`config.mk`:
```
export PLATFORM = sky130hd
export DESIGN_NAME = lsu
export DESIGN_NICKNAME = d
export VERILOG_FILES = /design/src/rtl/lsu_pkg.sv /design/src/rtl/lsu_align.sv /design/src/rtl/lsu.sv
export SDC_FILE = /design/constraint.sdc
export NUM_CORES = 1
export LEC_CHECK = 0
export CAP_MARGIN = 20
export CORE_UTILIZATION = 35
export DETAILED_ROUTE_END_ITERATION = 12
export DONT_BUFFER_PORTS = 1
export PLACE_DENSITY_LB_ADDON = 0.05
export SYNTH_ARGS = -nofsm -noshare
export SYNTH_HDL_FRONTEND = slang
export SYNTH_SLANG_ARGS = --single-unit
```
`constraint.sdc`:
```
create_clock -name clk -period 6.1 [get_ports clk]
set_input_delay 1.22 -clock clk [delete_from_list [all_inputs] [get_ports clk]]
set_output_delay 1.22 -clock clk [all_outputs]
set_load 0.01 [all_outputs]
```
`src/rtl/lsu_pkg.sv`:
```
// Shared constants, FSM state type and legality/alignment helpers for the
// RV32I load/store unit.
package lsu_pkg;

  localparam logic [6:0] MEM_RD_OP = 7'b0000011;
  localparam logic [6:0] MEM_WR_OP = 7'b0100011;

  localparam logic [2:0] F3_B  = 3'b000;
  localparam logic [2:0] F3_H  = 3'b001;
  localparam logic [2:0] F3_W  = 3'b010;
  localparam logic [2:0] F3_BU = 3'b100;
  localparam logic [2:0] F3_HU = 3'b101;

  typedef enum logic [1:0] {
    IDLE = 2'd0,
    BUSY = 2'd1,
    DONE = 2'd2
  } lsu_state_t;

  function automatic logic f3_legal(input logic is_store, input logic [2:0] f3);
    if (is_store) return f3 inside {F3_B, F3_H, F3_W};
    return f3 inside {F3_B, F3_H, F3_W, F3_BU, F3_HU};
  endfunction

  // Size lives in func3[1:0]; only called once func3 is known to be legal.
  function automatic logic addr_aligned(input logic [2:0] f3, input logic [1:0] off);
    case (f3[1:0])
      2'b01:   return ~off[0];
      2'b10:   return off == 2'b00;
      default: return 1'b1;
    endcase
  endfunction

endpackage

```
`src/rtl/lsu_align.sv`:
```
// Combinational lane logic: store byte enables / lane-replicated write data
// and load extraction with sign or zero extension.
module lsu_align
  import lsu_pkg::*;
(
  input  logic [2:0]  func3,
  input  logic [1:0]  addr,
  input  logic [31:0] store_data,
  input  logic [31:0] mem_rdata,
  output logic [3:0]  be,
  output logic [31:0] wdata,
  output logic [31:0] ldata
);

  logic [31:0] shifted;

  always_comb begin
    shifted = mem_rdata >> {addr, 3'b000};
    be      = 4'b1111;
    wdata   = store_data;
    ldata   = shifted;
    case (func3)
      F3_B: begin
        be    = 4'b0001 << addr;
        wdata = {4{store_data[7:0]}};
        ldata = {{24{shifted[7]}}, shifted[7:0]};
      end
      F3_H: begin
        be    = 4'b0011 << addr;
        wdata = {2{store_data[15:0]}};
        ldata = {{16{shifted[15]}}, shifted[15:0]};
      end
      F3_BU:   ldata = {24'b0, shifted[7:0]};
      F3_HU:   ldata = {16'b0, shifted[15:0]};
      default: ;
    endcase
  end

endmodule

```
`src/rtl/lsu.sv`:
```
// Load/store unit: issues one request/ready bus transaction per memory
// instruction, stalls the PC while outstanding, flags faults and timeouts.
module lsu
  import lsu_pkg::*;
#(
  parameter int WIDTH   = 32,
  parameter int TIMEOUT = 255
) (
  input  logic             clk,
  input  logic             rst,
  input  logic [6:0]       opcode,
  input  logic [2:0]       func3,
  input  logic [WIDTH-1:0] addr,
  input  logic [WIDTH-1:0] store_data,
  output logic             stall,
  output logic [WIDTH-1:0] load_data,
  output logic             load_valid,
  output logic             misaligned,
  output logic             illegal,
  output logic             bus_error,
  output logic             mem_req,
  output logic             mem_we,
  output logic [WIDTH-1:0] mem_addr,
  output logic [3:0]       mem_be,
  output logic [WIDTH-1:0] mem_wdata,
  input  logic             mem_ready,
  input  logic [WIDTH-1:0] mem_rdata
);

  localparam int CW = $clog2(TIMEOUT + 1);

  lsu_state_t     state_q;
  logic [CW-1:0]  cnt_q;
  logic [2:0]     func3_q;
  logic [1:0]     off_q;
  logic           is_store_q;
  logic [WIDTH-1:0] load_data_q, mem_addr_q, mem_wdata_q;
  logic [3:0]     mem_be_q;
  logic           load_valid_q, misaligned_q, illegal_q, bus_error_q, mem_req_q, mem_we_q;

  logic        is_mem_d, is_store_d, legal_d, aligned_d;
  logic [2:0]  al_func3_d;
  logic [1:0]  al_off_d;
  logic [3:0]  be_d;
  logic [31:0] wdata_d, ldata_d;

  assign is_mem_d   = (opcode == MEM_RD_OP) || (opcode == MEM_WR_OP);
  assign is_store_d = (opcode == MEM_WR_OP);
  assign legal_d    = f3_legal(is_store_d, func3);
  assign aligned_d  = addr_aligned(func3, addr[1:0]);

  // Live inputs drive the lane logic while issuing; latched copies afterwards.
  assign al_func3_d = (state_q == IDLE) ? func3 : func3_q;
  assign al_off_d   = (state_q == IDLE) ? addr[1:0] : off_q;

  lsu_align u_align (
    .func3      (al_func3_d),
    .addr       (al_off_d),
    .store_data (store_data),
    .mem_rdata  (mem_rdata),
    .be         (be_d),
    .wdata      (wdata_d),
    .ldata      (ldata_d)
  );

  assign stall = ((state_q == IDLE) && is_mem_d) || (state_q == BUSY);

  always_ff @(posedge clk) begin
    if (rst) begin
      state_q      <= IDLE;
      cnt_q        <= '0;
      func3_q      <= '0;
      off_q        <= '0;
      is_store_q   <= 1'b0;
      load_data_q  <= '0;
      mem_addr_q   <= '0;
      mem_wdata_q  <= '0;
      mem_be_q     <= '0;
      load_valid_q <= 1'b0;
      misaligned_q <= 1'b0;
      illegal_q    <= 1'b0;
      bus_error_q  <= 1'b0;
      mem_req_q    <= 1'b0;
      mem_we_q     <= 1'b0;
    end else begin
      load_valid_q <= 1'b0;
      misaligned_q <= 1'b0;
      illegal_q    <= 1'b0;
      bus_error_q  <= 1'b0;
      case (state_q)
        IDLE: begin
          if (is_mem_d) begin
            func3_q    <= func3;
            off_q      <= addr[1:0];
            is_store_q <= is_store_d;
            if (!legal_d) begin
              illegal_q <= 1'b1;
              state_q   <= DONE;
            end else if (!aligned_d) begin
              misaligned_q <= 1'b1;
              state_q      <= DONE;
            end else begin
              mem_req_q   <= 1'b1;
              mem_we_q    <= is_store_d;
              mem_addr_q  <= {addr[WIDTH-1:2], 2'b00};
              mem_be_q    <= is_store_d ? be_d : 4'b1111;
              mem_wdata_q <= wdata_d;
              cnt_q       <= '0;
              state_q     <= BUSY;
            end
          end
        end
        BUSY: begin
          // A response on the final allowed cycle still counts as success.
          if (mem_ready) begin
            mem_req_q <= 1'b0;
            if (!is_store_q) begin
              load_data_q  <= ldata_d;
              load_valid_q <= 1'b1;
            end
            state_q <= DONE;
          end else if (cnt_q == CW'(TIMEOUT - 1)) begin
            mem_req_q   <= 1'b0;
            bus_error_q <= 1'b1;
            state_q     <= DONE;
          end else begin
            cnt_q <= cnt_q + 1'b1;
          end
        end
        DONE:    state_q <= IDLE;
        default: state_q <= IDLE;
      endcase
    end
  end

  assign load_data  = load_data_q;
  assign load_valid = load_valid_q;
  assign misaligned = misaligned_q;
  assign illegal    = illegal_q;
  assign bus_error  = bus_error_q;
  assign mem_req    = mem_req_q;
  assign mem_we     = mem_we_q;
  assign mem_addr   = mem_addr_q;
  assign mem_be     = mem_be_q;
  assign mem_wdata  = mem_wdata_q;

endmodule

```
==> flow_metrics.py <==
metrics = {
    "power_and_ir_drop": {
        "p_int_w": 0.00148,
        "clkPwrFrac_pct": 53.6,
        "seq_power_share_pct": 41.8,
        "power.switching_w": 0.000403,
        "p_leak_nw": 2.09,
        "combPwrFrac_pct": 4.6,
        "ir_worst_vdd_mv": 0.182,
        "switching_share_pct": 21.4,
        "p_per_area_mw_per_mm2": 314,
    },
    "final_layout": {
        "final_util_pct": 40.8,
        "antenna_cells": 0,
        "fill_cells": 1548,
        "syn_to_final_growth_pct": 12.2,
        "drive_gt1_share_pct": 9.53,
        "multi_input_area_sq_mm": 0.00272,
        "ff_latch_area_sq_mm": 0.00240,
        "final_nets": 721,
    },
    "timing": {
        "hold_viol_final": 0,
        "rsz0062_at_grt": "false",
        "finClkSkew_ns": 0.00783,
        "maxSlewHeadroom_pct": 30.6,
        "setup_viol": 0,
        "period_minus_slack_ns": 3.31,
        "fmax_mhz": 302,
        "min_period_over_period_pct": 54.2,
        "worstMarginPinSlew_ns": 1.03,
        "tns_ns": 0,
        "finalMaxSlewViolations": 0,
    },
    "floorplan": {
        "rows": 44,
        "start_util_pct": 36.4,
        "die_w_microns": 126,
        "dieArea_sq_mm": 0.0158,
        "fp.dieH_microns": 126,
        "coreArea_sq_mm": 0.0148,
        "io_pins": 216,
    },
    "route": {
        "dr.pass1.iters": 5,
        "vias_per_cell": 5.56,
        "wl_microns": 16000,
        "drt_iter0_markers": 302,
        "vias": 4466,
        "wire_per_inst_microns": 19.9,
        "ant_nets": 0,
        "drc": 0,
    },
    "clocking": {
        "clk_latency_ns": 0.41,
        "path_clk_slew_ns": 0.06,
        "clockBufferDepth": 2,
        "hold_buffers": 0,
        "cts_resized": 0,
        "numClockSinks": 120,
        "cts_setup_buffers": 0,
        "htreeDepth": 4,
        "cts-buffers-inserted": 17,
        "cts_tree": "done",
        "root_buffer": "clkbuf_16",
    },
    "logic_synthesis": {
        "yosysTopAreaCell": "dfxtp_1",
        "ys_seq_area_share_pct": 44.8,
        "synth-edff-count": 0,
        "syn_avg_cell_area_sq_um": 8.50,
        "syn_inst": 631,
        "ys.warnings.count": 0,
        "synthTopCellsByArea": "dfxtp_1 45%, nand2_1 9.2%, mux2i_1 5.4%",
        "synthArstFlopShare_pct": 0,
        "ys.flop_type": "dfxtp_1",
        "synth_top_cell_area_share_pct": 44.8,
        "ys_ff_latch": 120,
        "syn_area_sq_mm": 0.00537,
        "synth_cell_types": 60,
        "synth_most_common_cell": "nand2_1",
        "synth_commonest_cells": "131 x nand2_1, 120 x dfxtp_1, 76 x nor2_1",
    },
    "setup_path": {
        "cp-start-kind": "primary input",
        "arrival_ns": 2.09,
        "reg2reg_depth": 6,
        "crit_path_end_kind": "output port",
        "crit_fanout": 4,
        "worstPathRequired_ns": 4.88,
        "worstSetupPathType": "primary input to output port",
    },
    "grt": {
        "grt_pass1_wl_microns": 24900,
        "grt_max_degree": 114,
        "grt_usage_pct": 20.3,
        "grt_pass1_vias": 4399,
        "grt-ovfl-total": 0,
        "antenna_found_initial": 0,
    },
    "placement": {
        "gp_congestion": 0.801,
        "portBuffers": 0,
        "dpl.hpwl_microns": 11000,
    },
    "hold_path": {
        "holdPathStages": 2,
        "hold_class": "register to register",
    },
    "run_status": {
        "status": "complete, no violations",
    },
    "run": {
        "cap_viol_max_count": 0,
    },
}
==> power by group through the flow <==
stage	Combinational, W	Sequential [W]	Clock, W
3_5_place_dp	0.0000847	0.000806	0
3_3_place_gp	0.0000841	0.000806	0
6_report	0.0000864	0.000789	0.00101
5_1_grt	0.0000955	0.000789	0.00108
4_1_cts	0.0000852	0.000789	0.00104
2_1_floorplan	0.0000796	0.000805	0
==> routing by layer <==
layer | vias to the layer above | part of all wire, % | track usage, %
li1 | 2185 | - | -
met1 | 2105 | 43 | 24.3
met2 | 156 | 45 | 31.9
met3 | 20 | 10 | 8.84
met4 | 0 | 1.8 | 8.01
met5 | - | 0 | 0
==> logic make-up after synthesis <==
family,count (synthesis),share of synthesized area (%)
adder cells (fa/ha/maj),5,1.17
XOR/XNOR,7,1.14
AND/OR/NAND/NOR,261,21.3
other,1,0.0699
multiplexers,31,5.83
buffers and inverters,55,5.13
AO/OA/AOI/OAI,151,20.6
flip-flops,120,44.8
==> critical path, stage by stage <==
cell and delay, ns:
nor4_1 0.33, and3_1 0.28, nor2_1 0.06, nor2_1 0.20
==> layout by cell type (no fill, tap or decap), types with 3 or more instances in the layout <==
| cell type | netlist | layout |
|---|---|---|
| a222oi_1 | 8 | 8 |
| a311oi_1 | 16 | 16 |
| nand2b_1 | 3 | 3 |
| nor4b_1 | 3 | 3 |
| buf_4 | 7 | 4 |
| and3_1 | 4 | 4 |
| clkbuf_8 | 0 | 6 |
| a2bb2oi_1 | 7 | 7 |
| a211o_1 | 3 | 3 |
| nor2_1 | 76 | 76 |
| a21o_1 | 10 | 10 |
| nand3_1 | 9 | 9 |
| dfxtp_1 | 120 | 120 |
| a31o_2 | 7 | 7 |
| mux2i_1 | 29 | 28 |
| ha_1 | 5 | 5 |
| a31oi_1 | 3 | 3 |
| nand2_1 | 131 | 131 |
| clkinv_2 | 0 | 3 |
| xor2_1 | 6 | 6 |
| inv_1 | 5 | 5 |
| clkbuf_16 | 0 | 17 |
| nor3_1 | 7 | 7 |
| nor3b_1 | 9 | 9 |
| a21oi_1 | 43 | 43 |
| nand4_1 | 4 | 4 |
| a211oi_1 | 38 | 37 |
==> sequential cells by signal (all words and copies together), names as in the netlist <==
signal / flops
illegal: 1
mem_wdata: 32
mem_we: 1
off_q: 2
load_valid: 1
mem_req: 1
state_q: 2
misaligned: 1
func3_q: 3
cnt_q: 8
bus_error: 1
mem_be: 4
mem_addr: 30
is_store_q: 1
load_data: 32
==> final cells by class <==
cell class | count | share of cell area [%]
Multi-Input combinational cell | 457 | 45.1
Sequential cell | 120 | 39.9
Clock buffer | 24 | 8.50
Tap cell | 184 | 3.82
Clock inverter | 7 | 1.50
Timing Repair Buffer | 5 | 0.748
Inverter | 6 | 0.374
==> per-stage QoR <==
stage / std cells / area [sq um] / hold slack (ns) / setup WS, ns / power (W)
2_1_floorplan: 632 / 5370 / 0.454 / 2.93 / 0.000885
3_3_place_gp: 771 / 5400 / 0.475 / 2.48 / 0.000890
3_5_place_dp: 771 / 5400 / 0.480 / 2.32 / 0.000891
4_1_cts: 802 / 6000 / 0.489 / 2.74 / 0.00191
5_1_grt: 803 / 6020 / 0.511 / 2.50 / 0.00196
6_report: 803 / 6020 / 0.483 / 2.79 / 0.00189
==> worst paths after layout <==
kind	startpoint	to	slack, ns
setup / recovery	opcode[3]	stall	2.79
hold / removal	cnt_q[7]$_SDFFE_PP0P_	bus_error$_SDFF_PP0_	0.48
setup reg to reg	state_q[1]$_SDFFE_PP0P_	mem_wdata[21]$_SDFFE_PP0P_	3.03
hold reg to reg	cnt_q[7]$_SDFFE_PP0P_	bus_error$_SDFF_PP0_	0.48
No activity file was read; power rests on OpenSTA's default activity.
